### config.mk
export PLATFORM = sky130hd
export DESIGN_NAME = mem_port_arbiter
export DESIGN_NICKNAME = d
export VERILOG_FILES = /design/src/rtl/mem_port_arbiter.sv
export SDC_FILE = /design/constraint.sdc
export NUM_CORES = 1
export LEC_CHECK = 0
export CAP_MARGIN = 20
export CORE_ASPECT_RATIO = 1.1
export CORE_MARGIN = 4
export CORE_UTILIZATION = 55
export CTS_CLUSTER_DIAMETER = 60
export CTS_CLUSTER_SIZE = 12
export DETAILED_ROUTE_END_ITERATION = 16
export PLACE_DENSITY = 0.83
export SYNTH_ARGS = -nofsm -noshare
export SYNTH_HDL_FRONTEND = slang
export SYNTH_SLANG_ARGS = --single-unit
### constraint.sdc
create_clock -name clk -period 3.4 [get_ports clk]
set_clock_uncertainty 0.2 [all_clocks]
set_input_delay 0.51 -clock clk [delete_from_list [all_inputs] [get_ports clk]]
set_output_delay 0.51 -clock clk [all_outputs]
set_load 0.02 [all_outputs]
### src/rtl/mem_port_arbiter.sv
// Round-robin arbiter sharing one memory port among four requesters.
// Grants the port, runs a valid/ready transfer with optional timeout, then pulses done.
module mem_port_arbiter #(
  parameter int TIMEOUT   = 255,
  parameter int CNT_WIDTH = 8
) (
  input  logic       clk,
  input  logic       rstn,
  input  logic [3:0] req,
  output logic [3:0] gnt,
  output logic [3:0] done,
  output logic       err,
  output logic [1:0] mem_sel,
  output logic       mem_valid,
  input  logic       mem_ready,
  output logic       busy
);

  typedef enum logic [1:0] {
    ST_IDLE  = 2'd0,
    ST_ISSUE = 2'd1,
    ST_DONE  = 2'd2
  } state_t;

  localparam logic [CNT_WIDTH-1:0] CNT_LAST = CNT_WIDTH'(TIMEOUT - 1);
  localparam logic [CNT_WIDTH-1:0] CNT_MAX  = '1;

  state_t               state_reg;
  logic [3:0]           gnt_reg;
  logic [3:0]           done_reg;
  logic                 err_reg;
  logic [1:0]           sel_reg;
  logic                 valid_reg;
  logic                 busy_reg;
  logic [CNT_WIDTH-1:0] cnt_reg;
  logic [1:0]           last_reg;

  logic [1:0] cand     [4];
  logic [3:0] cand_hit;
  logic [1:0] win_idx;
  logic [3:0] win_onehot;
  logic [3:0] sel_onehot;
  logic       timeout_hit;

  // Candidate gi is the requester gi+1 positions after the last one served.
  genvar gi;
  generate
    for (gi = 0; gi < 4; gi++) begin : g_rr
      assign cand[gi]       = last_reg + 2'(gi + 1);
      assign cand_hit[gi]   = req[cand[gi]];
      assign win_onehot[gi] = (win_idx == 2'(gi));
      assign sel_onehot[gi] = (sel_reg == 2'(gi));
    end
  endgenerate

  always_comb begin
    win_idx = cand[3];
    for (int i = 3; i >= 0; i--) begin
      if (cand_hit[i]) win_idx = cand[i];
    end
  end

  assign timeout_hit = (TIMEOUT != 0) && (cnt_reg == CNT_LAST);

  always_ff @(posedge clk or negedge rstn) begin
    if (!rstn) begin
      state_reg <= ST_IDLE;
      gnt_reg   <= '0;
      done_reg  <= '0;
      err_reg   <= 1'b0;
      sel_reg   <= '0;
      valid_reg <= 1'b0;
      busy_reg  <= 1'b0;
      cnt_reg   <= '0;
      last_reg  <= 2'd3;
    end else begin
      done_reg <= '0;
      err_reg  <= 1'b0;
      case (state_reg)
        ST_IDLE: begin
          if (|req) begin
            gnt_reg   <= win_onehot;
            sel_reg   <= win_idx;
            valid_reg <= 1'b1;
            busy_reg  <= 1'b1;
            cnt_reg   <= '0;
            state_reg <= ST_ISSUE;
          end
        end
        ST_ISSUE: begin
          if (cnt_reg != CNT_MAX) cnt_reg <= cnt_reg + CNT_WIDTH'(1);
          // A ready in the timeout cycle still counts as a normal completion.
          if (mem_ready || timeout_hit) begin
            valid_reg <= 1'b0;
            gnt_reg   <= '0;
            done_reg  <= sel_onehot;
            err_reg   <= !mem_ready;
            last_reg  <= sel_reg;
            state_reg <= ST_DONE;
          end
        end
        ST_DONE: begin
          busy_reg  <= 1'b0;
          state_reg <= ST_IDLE;
        end
        default: state_reg <= ST_IDLE;
      endcase
    end
  end

  assign gnt       = gnt_reg;
  assign done      = done_reg;
  assign err       = err_reg;
  assign mem_sel   = sel_reg;
  assign mem_valid = valid_reg;
  assign busy      = busy_reg;

endmodule
==> flow_summary.json, run 1 <==
{
  "hold_path_class": "register to register",
  "dr_total_vias": 891,
  "cts-root-buf": "clkbuf_4",
  "numCtsBuffers": 3,
  "period_needed_ns": 2.17,
  "report.final.slew_viol_count": 0,
  "io-pin-count": 20,
  "cts_setup_buffers": 0,
  "die_area_sq_um": 2910,
  "cts_hold_buf": 0,
  "cts_sinks": 25,
  "grtUsageMet2": 0.282,
  "ff2ff_path_depth": 5,
  "grt_use_met1": 0.218,
  "syn2layout_area_growth_pct": 22.2,
  "critPathMaxFanout": 6,
  "grt_use_met3": 0.0349,
  "fmaxAchievable_mhz": 461,
  "rsz0062_at_grt": "false",
  "syn-cell-area_sq_um": 1160,
  "first_pass_iters": 4,
  "p_per_area_nw_per_um2": 730,
  "drtIter0Drc": 17,
  "wirelength_mm": 2.19,
  "ys.flop_type": "dfrtp_1",
  "switchingPower_mw": 0.402,
  "ir_worst_vdd_v": 0.000466,
  "io_buffers": 19,
  "fin_util": 0.708,
  "grt.overflow.total": 0,
  "grt_util_all_layers": 0.170,
  "tns_ns": 0,
  "synth_edf_count": 0,
  "outcome": "complete, no violations",
  "antenna_found_initial": 0,
  "grt_busiest_layer": "met2",
  "grt_pass1_vias": 859,
  "critPathCaptureType": "register",
  "path_cells": "clkdlybuf4s50_1 -> nor2_1 -> a211oi_1 -> and2_1 -> a32o_1",
  "r2r-start": "cnt_reg[0]",
  "die_w_um": 51.8,
  "nets": 138,
  "slew_headroom": 0.473,
  "routabilityCongestion": 0.742,
  "syn_nets": 115,
  "worstPathRequired_ns": 3.45,
  "p_leak_nw": 0.594,
  "fin_ws_ns": 1.23,
  "cp-start-kind": "primary input",
  "start_util": 0.579,
  "finalHoldViolations": 0,
  "clock_latency_ns": 0.31,
  "via_per_inst": 5.71,
  "floorplan.rows": 17,
  "cts_max_path_buffers": 2,
  "power.internal_mw": 0.632,
  "grt_max_degree": 25,
  "core_sq_um": 2000,
  "hold_path_depth": 1,
  "fillers": 165,
  "seqPwrFrac": 0.459,
  "drive_above_1_share": 0.117,
  "worstMarginPinSlew_ns": 0.786,
  "cp-startpoint": "req[1]",
  "crit_slowest_cell": "a211oi_1",
  "ys_seq_elements": 25,
  "r2r_slack_ns": 1.51,
  "antenna_cells": 0,
  "wl_per_cell_um": 14.0,
  "switching_share": 0.389,
  "p_total_mw": 1.03,
  "netlist_instances": 106,
  "setup_violations": 0,
  "ys_seq_area_frac": 0.542,
  "crit_type": "primary input to register",
  "timing.final.crit_share": 0.638,
  "syn_avg_cell_area_sq_um": 10.9,
  "pre_cts_ws_ns": 0.970,
  "die_h_um": 56.1,
  "cap_violations": 0,
  "async_flop_share": 1.00,
  "grt_first_pass_wirelength_mm": 3.82,
  "p_comb_frac": 0.418,
  "cts_tree": "done",
  "drc": 0,
  "htreeDepth": 1,
  "critPathMaxStageDelay_ns": 0.68,
  "arrival_ns": 2.22,
  "dp.final_hpwl_mm": 1.63,
  "worstSetupEndpoint": "gnt[2]",
  "holdWs_ns": 0.297,
  "largest_reg_flops": 8,
  "yosysUniqueCellTypes": 37,
  "power_frac_clock": 0.123,
  "yosys_warnings": 0,
  "cts.reportedPaths.clkPinSlew_ns": 0.12,
  "rr_endpoint": "cnt_reg[5]",
  "ant_nets": 0,
  "cts_resized": 0
}
-- Yosys cell counts (2+ instances only) --
master / count / area (sq um)
nor3_1: 3 / 15.0
dfrtp_1: 23 / 576
a32o_1: 4 / 40.0
ha_1: 2 / 25.0
or4_1: 2 / 15.0
mux2i_1: 2 / 20.0
nand3_1: 3 / 15.0
nand2b_1: 3 / 18.8
nor2_1: 6 / 22.5
a21o_1: 3 / 22.5
nand4_1: 2 / 12.5
nand2_1: 7 / 26.3
mux2_2: 2 / 22.5
nor3b_1: 3 / 22.5
o21ai_0: 6 / 30.0
clkbuf_1: 2 / 7.51
and3_1: 3 / 18.8
inv_1: 4 / 15.0
a21oi_1: 4 / 20.0
o31ai_1: 4 / 30.0
dfstp_2: 2 / 52.6
-- metrics by stage --
stage                     area (sq um)  cells
after floorplan                   1160    106
after global placement            1380    151
after detailed placement          1380    151
after CTS                         1400    155
after global routing              1420    156
final                             1420    156
-- cells by family after synthesis --
| family | Yosys count | share of synthesized area |
|---|---|---|
| multiplexers | 4 | 0.0367 |
| buffers and inverters | 8 | 0.0335 |
| flip-flops | 25 | 0.542 |
| adder cells (fa/ha/maj) | 2 | 0.0216 |
| XOR/XNOR | 1 | 0.00756 |
| AO/OA/AOI/OAI | 27 | 0.171 |
| AND/OR/NAND/NOR | 39 | 0.188 |
-- layout make-up --
type                       count  area, sq um  area share
tap                           28         35.0      0.0247
sequential                    25          628       0.443
multi-input combinational     73          492       0.347
clock buffer                   4         26.3      0.0186
timing repair buffer          22          220       0.155
inverter                       4         15.0      0.0106
-- cell usage in the layout (no fill, tap or decap), types with 2 or more instances in the layout --
master / n
a21o_1: 3
a21oi_1: 4
a32o_1: 4
and3_1: 3
buf_4: 2
clkbuf_4: 3
clkdlybuf4s50_1: 19
dfrtp_1: 23
dfstp_2: 2
ha_1: 2
inv_1: 4
mux2_2: 2
mux2i_1: 2
nand2_1: 7
nand2b_1: 3
nand3_1: 3
nand4_1: 2
nor2_1: 6
nor3_1: 3
nor3b_1: 3
o21ai_0: 6
o31ai_1: 4
or4_1: 2
-- worst max-delay path, delay by kind of cell --
| family | cells | cell delay, ns |
|---|---|---|
| compound gates | 2 | 0.82 |
| buf+inv | 1 | 0.52 |
| simple gates | 2 | 0.36 |
-- power groups by stage --
stage          logic (mW)  clock network [mW]  registers (mW)
2_1_floorplan       0.253                   0           0.504
3_3_place_gp        0.419                   0           0.477
3_5_place_dp        0.429                   0           0.481
4_1_cts             0.433               0.134           0.475
5_1_grt             0.476               0.145           0.494
6_report            0.432               0.127           0.475
-- per-layer routing --
| metal | routed length (um) | vias to the layer above | share of wire |
|---|---|---|---|
| li1 | - | 438 | - |
| met1 | 979 | 431 | 0.45 |
| met2 | 1090 | 18 | 0.50 |
| met3 | 105 | 4 | 0.048 |
| met4 | 15 | 0 | 0.0069 |
| met5 | 0 | - | 0 |
-- how the worst min path moves through the flow --
stage,endpoint,start,slack [ns]
4_1_cts,mem_valid,mem_valid,0.31
6_report,mem_valid,mem_valid,0.30
3_5_place_dp,mem_valid,mem_valid,0.27
3_3_place_gp,mem_valid,mem_valid,0.28
5_1_grt,done[3],rstn,0.35
2_1_floorplan,busy,rstn,0.01
(Power assumes the default switching activity.)
==> inputs of run 2 (changes only) <==
--- a/config.mk
+++ b/config.mk
@@ -8,11 +8,11 @@
 export CAP_MARGIN = 20
 export CORE_ASPECT_RATIO = 1.1
 export CORE_MARGIN = 4
-export CORE_UTILIZATION = 55
+export CORE_UTILIZATION = 51
 export CTS_CLUSTER_DIAMETER = 60
 export CTS_CLUSTER_SIZE = 12
 export DETAILED_ROUTE_END_ITERATION = 16
-export PLACE_DENSITY = 0.83
+export PLACE_DENSITY = 0.77
 export SYNTH_ARGS = -nofsm -noshare
 export SYNTH_HDL_FRONTEND = slang
 export SYNTH_SLANG_ARGS = --single-unit
==> constraint.sdc (replaced) <==
create_clock -name clk -period 2.3 [get_ports clk]
set_clock_uncertainty 0.2 [all_clocks]
set_input_delay 0.345 -clock clk [delete_from_list [all_inputs] [get_ports clk]]
set_output_delay 0.345 -clock clk [all_outputs]
set_load 0.02 [all_outputs]
==> flow_summary.json, run 2 (synthesis gave the netlist of run 1 again) <==
{
  "outcome": "complete, no violations",
  "cts_resized": 0,
  "period_needed_ns": 1.99,
  "critPathMaxFanout": 7,
  "drtIter0Drc": 25,
  "crit_type": "register to primary output",
  "layout_commonest_cell": "dfrtp_1",
  "die_h_um": 58.0,
  "cts_setup_buffers": 0,
  "tns_ns": 0,
  "cts-root-buf": "clkbuf_4",
  "p_total_mw": 1.55,
  "syn2layout_area_growth_pct": 21.6,
  "fillers": 189,
  "nets": 138,
  "holdWs_ns": 0.192,
  "cp_num_buf_inv": 1,
  "cts.reportedPaths.clkPinSlew_ns": 0.13,
  "power_frac_clock": 0.121,
  "report.final.slew_viol_count": 0,
  "power.internal_mw": 0.943,
  "seqPwrFrac": 0.458,
  "antenna_found_initial": 0,
  "final_cell_mix": "dfrtp_1, clkdlybuf4s50_1, nand2_1",
  "antenna_cells": 0,
  "p_leak_nw": 0.591,
  "cts_max_path_buffers": 2,
  "worstMarginPinSlew_ns": 0.389,
  "critPathMaxStageDelay_ns": 0.65,
  "path_cells": "clkdlybuf4s50_1",
  "grt_max_degree": 26,
  "worstPathRequired_ns": 1.75,
  "fmaxAchievable_mhz": 502,
  "dr_total_vias": 900,
  "rsz0062_at_grt": "false",
  "cts_hold_buf": 0,
  "fin_cells": 156,
  "finalHoldViolations": 0,
  "numCtsBuffers": 3,
  "setup_violations": 0,
  "crit_slowest_cell": "clkdlybuf4s50_1",
  "crit_family": "buffers and inverters",
  "dp.cells": 152,
  "clock_latency_ns": 0.30,
  "via_per_inst": 5.77,
  "dp.final_hpwl_mm": 1.72,
  "die_area_sq_um": 3100,
  "htreeDepth": 1,
  "grt_first_pass_wirelength_mm": 3.85,
  "core_sq_um": 2080,
  "wirelength_mm": 2.27,
  "largest_reg_flops": 8,
  "slew_headroom": 0.741,
  "ir_worst_vdd_v": 0.000763,
  "start_util": 0.556,
  "grt_util_all_layers": 0.165,
  "drc": 0,
  "p_comb_frac": 0.421,
  "grt_pass1_vias": 843,
  "cts_sinks": 25,
  "fin_ws_ns": 0.307,
  "die_w_um": 53.4,
  "switching_share": 0.390,
  "cap_violations": 0,
  "pre_cts_ws_ns": 0.279,
  "grt.overflow.total": 0,
  "wl_per_cell_um": 14.6,
  "seqCellArea_sq_um": 628,
  "hold_path_class": "primary input to asynchronous set/reset pin",
  "cp-start-kind": "register",
  "p_per_area_nw_per_um2": 1100,
  "ant_nets": 0,
  "cts_tree": "done",
  "timing.final.crit_share": 0.866,
  "io-pin-count": 20,
  "arrival_ns": 1.45,
  "drive_above_1_share": 0.117,
  "routabilityCongestion": 0.765,
  "floorplan.rows": 17,
  "critPathCaptureType": "primary output",
  "first_pass_iters": 4,
  "switchingPower_mw": 0.603,
  "multi_input_area_sq_um": 492,
  "io_buffers": 19
}
## run 2: changes by cell type in the layout (fill, tap and decap cells not counted)
cell / before / now
buf_4: 2 / 3
buf_8: 1 / 0
## run 2: metrics by stage
stage | utilization | area, sq um
global placement | 0.663 | 1380
floorplan | - | 1160
global route | 0.676 | 1410
CTS | 0.676 | 1410
detailed placement | 0.663 | 1380
finish | 0.676 | 1410
## run 2: metal layers
metal  global-route usage  wire length [um]  vias up
met1                0.237              1020      440
met5                    0                 0        -
li1                     -                 -      435
met2                0.261              1130       23
met3               0.0231               108        2
met4               0.0438                16        0
## run 2: final cells by class
type / instances / share of cell area
Sequential cell: 25 / 0.446
Timing Repair Buffer: 22 / 0.151
Inverter: 4 / 0.0107
Clock buffer: 4 / 0.0187
Multi-Input combinational cell: 73 / 0.349
Tap cell: 28 / 0.0249
## run 2: power groups by stage
stage	clock network, mW	logic, mW	registers, mW
6_report	0.188	0.651	0.708
5_1_grt	0.218	0.717	0.728
4_1_cts	0.194	0.657	0.707
3_5_place_dp	0	0.655	0.717
3_3_place_gp	0	0.630	0.704
2_1_floorplan	0	0.374	0.745
## run 2: final timing paths
| path | startpoint | endpoint | slack [ns] | depth (start not counted) |
|---|---|---|---|---|
| worst max-delay path | mem_sel[0] | mem_sel[0] | 0.31 | 1 |
| worst min-delay path | rstn | cnt_reg[7] | 0.19 | 2 |
| worst max register to register | cnt_reg[0] | cnt_reg[7] | 0.45 | 5 |
| worst min register to register | mem_valid | mem_valid | 0.30 | 1 |
| max in group asynchronous | rstn | last_reg[0] | 1.43 | 2 |
| min in group clk | mem_valid | mem_valid | 0.30 | 1 |
